### config.mk
export PLATFORM = sky130hd
export DESIGN_NAME = adc_sampler
export DESIGN_NICKNAME = d
export VERILOG_FILES = /design/src/rtl/adc_sampler.sv
export SDC_FILE = /design/constraint.sdc
export NUM_CORES = 1
export LEC_CHECK = 0
export BUFFER_PORTS_ARGS = -buffer_cell sky130_fd_sc_hd__buf_4
export CAP_MARGIN = 5
export CORE_MARGIN = 3
export CORE_UTILIZATION = 45
export DETAILED_ROUTE_END_ITERATION = 10
export GPL_ROUTABILITY_DRIVEN = 1
export MAX_ROUTING_LAYER = met4
export PLACE_DENSITY_LB_ADDON = 0.25
export SETUP_SLACK_MARGIN = 0.4
export SYNTH_ARGS = -nofsm -noshare
export SYNTH_HDL_FRONTEND = slang
export SYNTH_SLANG_ARGS = --single-unit
### constraint.sdc
create_clock -name sys_clk -period 4.4 [get_ports sys_clk]
set_input_delay 0.44 -clock sys_clk [delete_from_list [all_inputs] [get_ports sys_clk]]
set_output_delay 0.44 -clock sys_clk [all_outputs]
set_load 0.05 [all_outputs]
### src/rtl/adc_sampler.sv
// adc_sampler
// Parallel-ADC front end. Divides sys_clk down to the converter clock
// AD_clk, captures AD_digits_in a fixed number of sys_clk cycles after
// each AD_clk falling edge, averages 2^AVG_LOG2 captures and offers the
// result on a valid/ready port with a sticky overrun flag.
//
// Handshake (sample_vld / sample_rdy): a result is transferred on every
// sys_clk rising edge where sample_vld and sample_rdy are both 1. Once
// sample_vld is raised, sample_data holds until that transfer, except when
// a newer result overwrites it (which raises overrun). sample_vld never
// depends combinationally on sample_rdy.
module adc_sampler #(
   parameter int DATA_W     = 8,
   parameter int CLK_DIV    = 50,
   parameter int SAMPLE_DLY = 0,
   parameter int AVG_LOG2   = 0
) (
   input  logic              sys_clk,
   input  logic              rst_n,
   input  logic              en,
   input  logic [DATA_W-1:0] AD_digits_in,
   output logic              AD_clk,
   output logic [DATA_W-1:0] sample_data,
   output logic              sample_vld,
   input  logic              sample_rdy,
   output logic              overrun,
   input  logic              clr_ovr
);

   // Divider and delay counters share one width. The delay counter only
   // needs to reach SAMPLE_DLY, which is always below CLK_DIV.
   localparam int DIV_W = (CLK_DIV > 1) ? $clog2(CLK_DIV) : 1;
   localparam int SMP_W = (AVG_LOG2 > 0) ? AVG_LOG2 : 1;
   localparam int ACC_W = DATA_W + AVG_LOG2;

   localparam logic [DIV_W-1:0] DIV_LAST = DIV_W'(CLK_DIV - 1);
   localparam logic [DIV_W-1:0] DLY_LAST = DIV_W'(SAMPLE_DLY);
   localparam logic [SMP_W-1:0] SMP_LAST = SMP_W'((1 << AVG_LOG2) - 1);

   // Divider state
   logic              r_run;
   logic [DIV_W-1:0]  r_div_cnt;
   logic              r_ad_clk;

   // Capture delay state
   logic              r_dly_act;
   logic [DIV_W-1:0]  r_dly_cnt;

   // Averaging state
   logic [ACC_W-1:0]  r_acc;
   logic [SMP_W-1:0]  r_smp_cnt;

   // Output state
   logic [DATA_W-1:0] r_sample_data;
   logic              r_sample_vld;
   logic              r_overrun;

   // Combinational helpers
   logic              w_div_wrap;
   logic              w_ad_fall;
   logic              w_capture;
   logic              w_last;
   logic [ACC_W-1:0]  w_sum;
   logic [DATA_W-1:0] w_avg;
   logic              w_new;
   logic              w_xfer;
   logic              w_ovr_set;

   // Divider wraps once the counter has run through a full half-period.
   assign w_div_wrap = r_run & (r_div_cnt == DIV_LAST);
   // Edge on which AD_clk is driven from 1 to 0: this arms the capture delay.
   assign w_ad_fall  = en & w_div_wrap & r_ad_clk;
   // Capture edge: the delay counter has counted SAMPLE_DLY+1 edges.
   assign w_capture  = en & r_dly_act & (r_dly_cnt == DLY_LAST);
   // Current capture closes an averaging group.
   assign w_last     = (r_smp_cnt == SMP_LAST);
   // Accumulator is sized so a full group of maximum codes cannot wrap.
   assign w_sum      = r_acc + ACC_W'(AD_digits_in);
   // Truncating divide by 2^AVG_LOG2.
   assign w_avg      = w_sum[ACC_W-1:AVG_LOG2];
   assign w_new      = w_capture & w_last;
   assign w_xfer     = r_sample_vld & sample_rdy;
   // A new result overwrites one that is still waiting and not leaving now.
   assign w_ovr_set  = w_new & r_sample_vld & ~sample_rdy;

   // AD_clk divider. The first enabled edge only starts the divider so that
   // AD_clk rises CLK_DIV edges after it; disabling parks AD_clk low.
   always_ff @(posedge sys_clk or negedge rst_n) begin
      if (!rst_n) begin
         r_run     <= 1'b0;
         r_div_cnt <= '0;
         r_ad_clk  <= 1'b0;
      end else if (!en) begin
         r_run     <= 1'b0;
         r_div_cnt <= '0;
         r_ad_clk  <= 1'b0;
      end else begin
         r_run <= 1'b1;
         if (r_run) begin
            if (w_div_wrap) begin
               r_div_cnt <= '0;
               r_ad_clk  <= ~r_ad_clk;
            end else begin
               r_div_cnt <= r_div_cnt + DIV_W'(1);
            end
         end
      end
   end

   // Capture delay: armed on the AD_clk fall, fires once per AD_clk period.
   always_ff @(posedge sys_clk or negedge rst_n) begin
      if (!rst_n) begin
         r_dly_act <= 1'b0;
         r_dly_cnt <= '0;
      end else if (!en) begin
         r_dly_act <= 1'b0;
         r_dly_cnt <= '0;
      end else if (w_ad_fall) begin
         r_dly_act <= 1'b1;
         r_dly_cnt <= '0;
      end else if (r_dly_act) begin
         if (r_dly_cnt == DLY_LAST) begin
            r_dly_act <= 1'b0;
         end else begin
            r_dly_cnt <= r_dly_cnt + DIV_W'(1);
         end
      end
   end

   // Accumulate captures; a partial group is discarded when en drops.
   always_ff @(posedge sys_clk or negedge rst_n) begin
      if (!rst_n) begin
         r_acc     <= '0;
         r_smp_cnt <= '0;
      end else if (!en) begin
         r_acc     <= '0;
         r_smp_cnt <= '0;
      end else if (w_capture) begin
         if (w_last) begin
            r_acc     <= '0;
            r_smp_cnt <= '0;
         end else begin
            r_acc     <= w_sum;
            r_smp_cnt <= r_smp_cnt + SMP_W'(1);
         end
      end
   end

   // Result register and valid flag; independent of en so a held result
   // survives a stop and is still handed over.
   always_ff @(posedge sys_clk or negedge rst_n) begin
      if (!rst_n) begin
         r_sample_data <= '0;
         r_sample_vld  <= 1'b0;
      end else if (w_new) begin
         r_sample_data <= w_avg;
         r_sample_vld  <= 1'b1;
      end else if (w_xfer) begin
         r_sample_vld  <= 1'b0;
      end
   end

   // Sticky overrun; a set on the same edge as a clear wins.
   always_ff @(posedge sys_clk or negedge rst_n) begin
      if (!rst_n) begin
         r_overrun <= 1'b0;
      end else if (w_ovr_set) begin
         r_overrun <= 1'b1;
      end else if (clr_ovr) begin
         r_overrun <= 1'b0;
      end
   end

   assign AD_clk      = r_ad_clk;
   assign sample_data = r_sample_data;
   assign sample_vld  = r_sample_vld;
   assign overrun     = r_overrun;

endmodule

==> flow_metrics.env, run 1 <==
export IMPL_ys_seq_area_frac=0.500
export IMPL_area_growth_pct=17.8
export IMPL_rsz0062_at_grt="no"
export IMPL_hold_violations=0
export IMPL_grt_overflow_total=0
export IMPL_cts_resized=0
export IMPL_n_antenna_cell=0
export IMPL_synthFlopType="dfrtp_1"
export IMPL_mostFrequentLayoutCell="dfrtp_1"
export IMPL_worst_setup_path_start_kind="flop"
export IMPL_rows=18
export IMPL_cts_tree="yes"
export IMPL_drive_above_1_share=0.292
export IMPL_nets=155
export IMPL_critPathCaptureType="flop"
export IMPL_cts_sinks=25
export IMPL_place_gp_congestion=0.929
export IMPL_grt_max_degree=26
export IMPL_r2r_slack_ns=2.56
export IMPL_via_count=895
export IMPL_die_h_um=58.8
export IMPL_start_util=0.488
export IMPL_worst_pin_slew_ns=0.691
export IMPL_syn_cell_area_um2=1250
export IMPL_firstDrtPassIters=4
export IMPL_critical_path_arrival_ns=2.05
export IMPL_clk_pin_slew_ns=0.14
export IMPL_setup_tns_ns=0
export IMPL_period_minus_slack_ns=1.84
export IMPL_routed_via_density=5.36
export IMPL_hold_path_class="in -> reg"
export IMPL_critical_path_class="reg -> reg"
export IMPL_drcViolationCount=0
export IMPL_syn_num_nets=128
export IMPL_port_buffers=23
export IMPL_synthArstFlopShare=1.00
export IMPL_io_pins=24
export IMPL_cts_buffer_depth=2
export IMPL_antenna_found_initial=0
export IMPL_drv_cap=0
export IMPL_clockRootBuffer="clkbuf_4"
export IMPL_status="finished, final reports clean"
export IMPL_synth_edf_count=0
export IMPL_powerDensity_nw_per_um2=243
export IMPL_critPathMaxFanout=8
export IMPL_fin_skew_ns=0.00845
export IMPL_cts_buffers=3
export IMPL_cts_max_level=1
export IMPL_clock_latency_ns=0.31
export IMPL_min_period_over_period=0.419
export IMPL_grt_pass1_vias=837
export IMPL_syn_area_per_cell_um2=11.3
export IMPL_ys_warn_count=0
export IMPL_syn_inst=111
export IMPL_die_w_um=58.8
export IMPL_cellLeakagePower_nw=0.671
export IMPL_drt_iter0_drc=30
export IMPL_coreArea_um2=2570
export IMPL_dieArea_um2=3450
export IMPL_drt_total_wl_um=2260
export IMPL_worst_ep_required_time_ns=4.61
export IMPL_max_slew_margin=0.535
export IMPL_final_cell_mix="dfrtp_1, buf_4, a21oi_1"
export IMPL_slew_violations=0
export IMPL_grt_usage=0.147
export IMPL_ant_nets=0
export IMPL_wl_per_cell_um=13.5
export IMPL_dpl_hpwl_um=1620
export IMPL_grt_pass1_wl_um=3760
export IMPL_finalSetupViolCount=0
export IMPL_fin_util=0.575
export IMPL_num_fill_cells=235
export IMPL_fmaxAchievable_mhz=542
export IMPL_synth_distinct_cells=32
export IMPL_peakVddDrop_mv=0.159
export IMPL_synth_seq_cells=25
-- kinds of logic after synthesis --
group,synth area share
buffers and inverters,0.0410
AO/OA/AOI/OAI,0.122
adder cells (fa/ha/maj),0.0400
flip-flops,0.500
multiplexers,0.0959
XOR/XNOR,0.0280
AND/OR/NAND/NOR,0.174
-- path summary, 6_finish.rpt --
kind	startpoint	end	cells past startpoint
worst max-delay path	r_dly_cnt[1]	sample_data[0]	5
worst min-delay path	en	r_run	1
worst max register to register	r_dly_cnt[1]	sample_data[0]	5
worst min register to register	sample_data[4]	sample_data[4]	1
max in group asynchronous	rst_n	AD_clk	2
min in group asynchronous	rst_n	sample_data[7]	2
-- where the power goes --
part | internal (mW) | switching [mW]
combinational | 0.0110 | 0.0119
sequential | 0.232 | 0.00252
clock | 0.0339 | 0.0682
total | 0.277 | 0.0826
-- per-stage QoR --
stage	cells	power [mW]	hold slack (ns)	setup WS, ns	cell area (um2)
floorplan	111	0.245	0.144	2.71	1250
finish	167	0.359	0.290	2.56	1480
global route	167	0.376	0.276	2.50	1480
CTS	166	0.364	0.00271	2.57	1470
detailed placement	162	0.261	0.366	2.59	1440
global placement	162	0.260	0.360	2.66	1440
-- metal layers --
layer | global-route usage | routed length, um
met1 | 0.195 | 1080
met2 | 0.219 | 1010
met3 | 0.0351 | 142
met4 | 0.0485 | 17
met5 | - | 0
-- cells in the mapped netlist, types with 2 or more instances --
| cell type | number | area share |
|---|---|---|
| dfrtp_1 | 25 | 0.50 |
| ha_1 | 4 | 0.040 |
| mux2_4 | 8 | 0.096 |
| a21oi_1 | 9 | 0.036 |
| nor2b_1 | 3 | 0.015 |
| or4_1 | 2 | 0.012 |
| inv_1 | 7 | 0.021 |
| nand2b_1 | 3 | 0.015 |
| nor3b_1 | 2 | 0.012 |
| o31ai_1 | 3 | 0.018 |
| o21ai_0 | 6 | 0.024 |
| nor2_1 | 4 | 0.012 |
| or3_1 | 2 | 0.010 |
| nand2_1 | 8 | 0.024 |
| xor2_1 | 3 | 0.021 |
| nand3_1 | 3 | 0.012 |
| nand4_1 | 4 | 0.020 |
-- final cells by class --
cell class	instances	area, um2	area share
repair buffers	24	183	0.124
inverters	7	26.3	0.0178
multi-input cells	77	576	0.390
clock buffers	3	22.5	0.0153
clock inverters	1	5.00	0.00339
flip-flops and latches	25	626	0.424
well taps	30	37.5	0.0254
-- registers in the layout, summed over array words and instances, names as in the netlist --
register     count
overrun          1
r_dly_cnt        6
r_dly_act        1
sample_vld       1
AD_clk           1
r_run            1
r_div_cnt        6
sample_data      8
-- critical path, cell delays in order (launching register included) --
cell and delay, ns:
dfrtp_1 0.47, inv_1 0.10, ha_1 0.15, nor3b_4 0.32
and4_4 0.39, mux2_4 0.31
-- repair_timing --
| action | 4_1_cts | 5_1_grt |
|---|---|---|
| hold buffers | 0 | 1 |
| endpoints found under the hold margin | 0 | 14 |
| setup buffers | 0 | 0 |
Note: power is estimated with default switching activity, not from simulation.
==> run 2, diff against run 1 <==
--- a/config.mk
+++ b/config.mk
@@ -5,6 +5,7 @@
 export SDC_FILE = /design/constraint.sdc
 export NUM_CORES = 1
 export LEC_CHECK = 0
+export ABC_AREA = 1
 export BUFFER_PORTS_ARGS = -buffer_cell sky130_fd_sc_hd__buf_4
 export CAP_MARGIN = 5
 export CORE_MARGIN = 3
==> constraint.sdc (replaced) <==
create_clock -name sys_clk -period 1.52 [get_ports sys_clk]
set_input_delay 0.152 -clock sys_clk [delete_from_list [all_inputs] [get_ports sys_clk]]
set_output_delay 0.152 -clock sys_clk [all_outputs]
set_load 0.05 [all_outputs]
==> run 2 against run 1 <==
Compared with the run above: critical path type unchanged; largest power group unchanged; count of clock-buffer cells in the layout up 1; clock skew shrank 0.0057 ns; sequential cell count unchanged; first-iteration DRC count is 30% higher; sequential power grew to 3.0 times the previous value; combinational power grew to 6.5 times the previous value; worst setup slack lost 2.4 ns; sequential share of layout area decreased by 6.9 points; global-route usage rose by 3.7 points; non-clock buffer count increased by 18; clock power rose to 2.9 times the previous value.
==> flow_metrics.env, run 2 <==
export IMPL_rsz0062_at_grt="yes"
export IMPL_timing_critical_path_from="r_div_cnt[1]"
export IMPL_syn_area_per_cell_um2=9.38
export IMPL_routed_via_density=5.07
export IMPL_worst_ep_required_time_ns=1.74
export IMPL_setup_tns_ns=0
export IMPL_grt_pass1_vias=1126
export IMPL_io_pins=24
export IMPL_fmaxAchievable_mhz=743
export IMPL_hold_path_class="in -> reg"
export IMPL_cts_max_level=1
export IMPL_port_buffers=23
export IMPL_critPathCaptureType="flop"
export IMPL_grt_pass1_wl_um=4890
export IMPL_n_antenna_cell=0
export IMPL_coreArea_um2=2610
export IMPL_ys_warn_count=0
export IMPL_min_period_over_period=0.885
export IMPL_total_power_mw=1.13
export IMPL_grt_usage=0.183
export IMPL_hp_start="AD_digits_in[6]"
export IMPL_critical_path_class="reg -> reg"
export IMPL_synth_most_common_cell="nand2_1"
export IMPL_cts_buffers=3
export IMPL_synth_top_area_frac=0.483
export IMPL_ant_nets=0
export IMPL_syn_cell_area_um2=1290
export IMPL_synthArstFlopShare=1.00
export IMPL_grt_max_degree=26
export IMPL_wl_per_cell_um=13.4
export IMPL_place_gp_congestion=0.821
export IMPL_cts_buffer_depth=2
export IMPL_syn_inst=138
export IMPL_synth_edf_count=0
export IMPL_critPathMaxFanout=6
export IMPL_critical_path_arrival_ns=1.57
export IMPL_synth_distinct_cells=27
export IMPL_finalSetupViolCount=0
export IMPL_die_w_um=59.6
export IMPL_peakVddDrop_mv=0.613
export IMPL_dieArea_um2=3560
export IMPL_drive_above_1_share=0.484
export IMPL_syn_num_nets=155
export IMPL_rows=18
export IMPL_powerDensity_nw_per_um2=641
export IMPL_area_growth_pct=36.4
export IMPL_start_util=0.496
export IMPL_fin_skew_ns=0.00271
export IMPL_slew_violations=0
export IMPL_via_count=1084
export IMPL_drt_total_wl_um=2860
export IMPL_firstDrtPassIters=4
export IMPL_worst_setup_path_start_kind="flop"
export IMPL_hold_violations=0
export IMPL_drv_cap=0
export IMPL_yosysTopAreaCell="dfrtp_1"
export IMPL_ys_seq_area_frac=0.483
export IMPL_final_cell_mix="buf_4, nand2_1, dfrtp_1"
export IMPL_antenna_found_initial=0
export IMPL_drcViolationCount=0
export IMPL_synth_seq_cells=25
export IMPL_r2r_start="r_div_cnt[1]"
export IMPL_clock_latency_ns=0.31
export IMPL_grt_overflow_total=0
export IMPL_period_minus_slack_ns=1.35
export IMPL_status="finished, final reports clean"
export IMPL_synth_top_cells_by_count="nand2_1, dfrtp_1, inv_1"
export IMPL_nets=202
export IMPL_synth_area_leaders="dfrtp_1, nand2_1, inv_1"
export IMPL_worst_pin_slew_ns=0.322
export IMPL_cts_sinks=25
export IMPL_drt_iter0_drc=39
export IMPL_largest_reg_flops=8
export IMPL_synthFlopType="dfrtp_1"
export IMPL_clk_pin_slew_ns=0.13
export IMPL_max_slew_margin=0.786
export IMPL_mostFrequentLayoutCell="buf_4"
export IMPL_num_fill_cells=221
export IMPL_clockRootBuffer="clkbuf_4"
export IMPL_cts_tree="yes"
export IMPL_die_h_um=59.6
export IMPL_dpl_hpwl_um=1730
export IMPL_cellLeakagePower_nw=0.903
-- run 2: cell type report --
class	instances	area (um2)	share of cell area
Multi-Input combinational cell	97	672	0.380
Sequential cell	25	628	0.356
Timing Repair Buffer	42	335	0.190
Inverter	15	61.3	0.0347
Tap cell	30	37.5	0.0212
Clock buffer	4	26.3	0.0149
Timing Repair inverter	1	6.26	0.00354
-- run 2: final timing paths --
kind / to / slack (ns) / cells past startpoint
max: r_dly_cnt[2] / 0.17 / 8
min: sample_data[6] / 0.03 / 3
max reg2reg: r_dly_cnt[2] / 0.17 / 8
min reg2reg: sample_data[7] / 0.50 / 2
max in group asynchronous: r_dly_cnt[0] / 1.01 / 2
min in group asynchronous: r_div_cnt[0] / 0.26 / 2
-- run 2: per-stage QoR --
stage | instance area, um2 | setup WS [ns] | instances | utilization | hold WS [ns]
5_1_grt | 1770 | 0.0818 | 214 | 0.676 | 0.00566
3_3_place_gp | 1500 | 0.119 | 189 | 0.574 | 0.0698
6_report | 1770 | 0.174 | 214 | 0.676 | 0.0294
3_5_place_dp | 1500 | 0.0767 | 189 | 0.574 | 0.0781
2_1_floorplan | 1310 | 0.257 | 138 | - | -0.144
4_1_cts | 1680 | 0.173 | 209 | 0.643 | 0.00242
-- run 2: kinds of logic after synthesis --
logic type	Yosys count	share of synthesized area
AOI/OAI and AO/OA	15	0.0821
DFF	25	0.483
and+or+nand+nor	75	0.319
muxes	1	0.00773
xor gates and xnor gates	1	0.00676
adders and majority gates	4	0.0386
buffers and inverters	17	0.0628
-- run 2: power breakdown --
group	switching (mW)	total [mW]	internal, mW
clock network	0.191	0.293	0.103
registers	0.0117	0.691	0.679
logic	0.0847	0.148	0.0634
total	0.287	1.13	0.845
-- run 2: what timing repair did --
| item | 4_1_cts | 5_1_grt |
|---|---|---|
| setup endpoints to repair | 25 | 27 |
| buffers inserted | 13 | 4 |
| cloned | 2 | 0 |
| pin swaps | 5 | 5 |
| gates resized for setup | 12 | 14 |
| hold endpoints to repair | 25 | 1 |
| hold buffers | 1 | 1 |
-- run 2: metal layers --
| layer | wire length, um | part of all wire | GRT usage | up-vias |
|---|---|---|---|---|
| met5 | 0 | 0 | - | - |
| met4 | 49 | 0.017 | 0.0728 | 0 |
| met3 | 67 | 0.023 | 0.0305 | 6 |
| met2 | 1520 | 0.53 | 0.309 | 15 |
| met1 | 1220 | 0.43 | 0.215 | 519 |
| li1 | - | - | - | 544 |
-- run 2: worst max-delay path: stages, from the launching register on --
cell,delay (ns)
dfrtp_1,0.41
inv_2,0.08
ha_4,0.14
nand2_4,0.05
nor2_4,0.10
nand4_4,0.13
buf_4,0.19
nand3_1,0.08
o21ai_2,0.06
==> run 3, diff against run 2 <==
--- a/config.mk
+++ b/config.mk
@@ -5,11 +5,10 @@
 export SDC_FILE = /design/constraint.sdc
 export NUM_CORES = 1
 export LEC_CHECK = 0
-export ABC_AREA = 1
 export BUFFER_PORTS_ARGS = -buffer_cell sky130_fd_sc_hd__buf_4
 export CAP_MARGIN = 5
 export CORE_MARGIN = 3
-export CORE_UTILIZATION = 45
+export CORE_UTILIZATION = 48
 export DETAILED_ROUTE_END_ITERATION = 10
 export GPL_ROUTABILITY_DRIVEN = 1
 export MAX_ROUTING_LAYER = met4
==> constraint.sdc (replaced) <==
create_clock -name sys_clk -period 1.52 [get_ports sys_clk]
set_input_delay 0.076 -clock sys_clk [delete_from_list [all_inputs] [get_ports sys_clk]]
set_output_delay 0.076 -clock sys_clk [all_outputs]
set_load 0.05 [all_outputs]
==> run 3 against run 2 <==
Compared with the run above: the run now ends with setup timing left; via count up 0.37%; largest cell class unchanged; total power down 0.73%; die area down 8.4%; critical path type unchanged; largest power group unchanged; register-to-register slack worse by 0.23 ns; cell count down 7.0%; first-iteration DRC count up 7.7%; non-clock buffer count up 16; final area up 10%; worst setup slack worse by 0.23 ns.
==> flow_metrics.env, run 3 (synthesis gave the netlist of run 1 again) <==
export IMPL_status="complete, but fails checks"
export IMPL_violations="setup timing"
export IMPL_routed_via_density=5.47
export IMPL_cts_buffer_depth=2
export IMPL_fmaxAchievable_mhz=634
export IMPL_area_growth_pct=55.4
export IMPL_slew_violations=0
export IMPL_critPathMaxFanout=8
export IMPL_wl_per_cell_um=17.2
export IMPL_worst_ep_required_time_ns=1.75
export IMPL_die_w_um=57.1
export IMPL_power_frac_comb=0.116
export IMPL_grt_max_degree=26
export IMPL_p_sw_mw=0.277
export IMPL_cp_cell_sequence="inv_2 -> ha_4 -> nor3b_4 -> and4_4 -> mux2_4"
export IMPL_p_int_mw=0.847
export IMPL_powerDensity_nw_per_um2=577
export IMPL_worst_setup_path_start_kind="flop"
export IMPL_critical_path_class="reg -> reg"
export IMPL_antenna_found_initial=0
export IMPL_clock_latency_ns=0.33
export IMPL_ant_nets=0
export IMPL_mostFrequentLayoutCell="buf_4"
export IMPL_timing_hold_ws_ns=0.00255
export IMPL_rows=17
export IMPL_worst_pin_slew_ns=0.367
export IMPL_fin_cells=199
export IMPL_rsz0062_at_grt="yes"
export IMPL_die_h_um=57.1
export IMPL_via_count=1088
export IMPL_fin_skew_ns=0.00396
export IMPL_grt_overflow_total=0
export IMPL_critical_path_arrival_ns=1.81
export IMPL_n_antenna_cell=0
export IMPL_cellLeakagePower_nw=0.868
export IMPL_grt_pass1_vias=1066
export IMPL_max_slew_margin=0.755
export IMPL_fin_ws_ns=-0.0580
export IMPL_dp_cells=168
export IMPL_dpl_hpwl_um=1850
export IMPL_cp_slowest_cell="dfrtp_1"
export IMPL_cts_buffers=3
export IMPL_min_period_over_period=1.04
export IMPL_cts_tree="yes"
export IMPL_hold_violations=0
export IMPL_critPathCaptureType="flop"
export IMPL_p_seq_frac=0.605
export IMPL_num_fill_cells=124
export IMPL_nets=189
export IMPL_drv_cap=0
export IMPL_dieArea_um2=3260
export IMPL_finalSetupViolCount=8
export IMPL_clockRootBuffer="clkbuf_4"
export IMPL_drcViolationCount=0
export IMPL_drive_above_1_share=0.550
export IMPL_p_clk_frac=0.279
export IMPL_io_pins=24
export IMPL_firstDrtPassIters=4
export IMPL_port_buffers=23
export IMPL_largest_reg_flops=8
export IMPL_hold_path_class="in -> reg"
export IMPL_cts_max_level=1
export IMPL_slowest_delay_ns=0.41
export IMPL_start_util=0.535
export IMPL_p_sw_frac=0.247
export IMPL_place_gp_congestion=0.818
export IMPL_cts_sinks=25
export IMPL_period_minus_slack_ns=1.58
export IMPL_grt_usage=0.210
export IMPL_drt_total_wl_um=3430
export IMPL_final_cell_mix="buf_4, dfrtp_1, dlygate4sd3_1"
export IMPL_clk_pin_slew_ns=0.14
export IMPL_peakVddDrop_mv=0.538
export IMPL_drt_iter0_drc=42
export IMPL_grt_pass1_wl_um=5200
export IMPL_coreArea_um2=2340
run 3: worst paths after layout:
kind	to	cells past startpoint	from	slack (ns)
max	sample_data[1]	5	r_dly_cnt[0]	-0.06
min	sample_vld	3	sample_rdy	0.003
max reg2reg	sample_data[1]	5	r_dly_cnt[0]	-0.06
min reg2reg	sample_data[7]	1	sample_data[7]	0.53
max in group asynchronous	r_run	2	rst_n	1.06
min in group asynchronous	sample_data[3]	2	rst_n	0.20
run 3: area by class of cell:
class / instances / area, um2 / area share
Tap cell: 28 / 35.0 / 0.0180
Clock buffer: 4 / 26.3 / 0.0135
Timing Repair Buffer: 58 / 497 / 0.255
Multi-Input combinational cell: 77 / 733 / 0.377
Inverter: 7 / 26.3 / 0.0135
Sequential cell: 25 / 629 / 0.323
run 3: power by group through the flow:
stage	registers [mW]	logic, mW	clock network (mW)
3_3_place_gp	0.691	0.0676	0
4_1_cts	0.679	0.113	0.309
2_1_floorplan	0.690	0.0245	0
6_report	0.680	0.130	0.314
5_1_grt	0.682	0.143	0.344
3_5_place_dp	0.691	0.0695	0
run 3: worst max-delay path, delay by kind of cell (launching register included):
family | cells | cell delay (ns)
fa+ha+maj | 1 | 0.13
buf+inv | 1 | 0.09
flops | 1 | 0.41
mux | 1 | 0.32
simple gates | 2 | 0.53
run 3: repair_timing:
action / 4_1_cts / 5_1_grt
setup endpoints to repair: 24 / 24
gates resized for setup: 28 / 16
hold endpoints to repair: 35 / 0
hold buffers: 11 / 0
pin swaps: 17 / 15
buffers inserted: 9 / 7
run 3: per-stage QoR:
stage	setup TNS, ns	setup slack (ns)	utilization	power [mW]	cell area [um2]
final	-0.417	-0.0580	0.832	1.12	1950
after global routing	-0.998	-0.125	0.832	1.17	1950
after CTS	-0.281	-0.0480	0.782	1.10	1830
after detailed placement	-0.442	-0.0633	0.655	0.761	1530
after global placement	0	0.00425	0.655	0.758	1530
after floorplan	-1.37	-0.171	-	0.714	1290
run 3: layer usage:
| layer | routed length (um) | global-route usage | vias to the layer above |
|---|---|---|---|
| li1 | - | - | 515 |
| met1 | 1440 | 0.272 | 536 |
| met2 | 1770 | 0.334 | 33 |
| met3 | 164 | 0.0294 | 4 |
| met4 | 56 | 0.0795 | 0 |
| met5 | 0 | - | - |
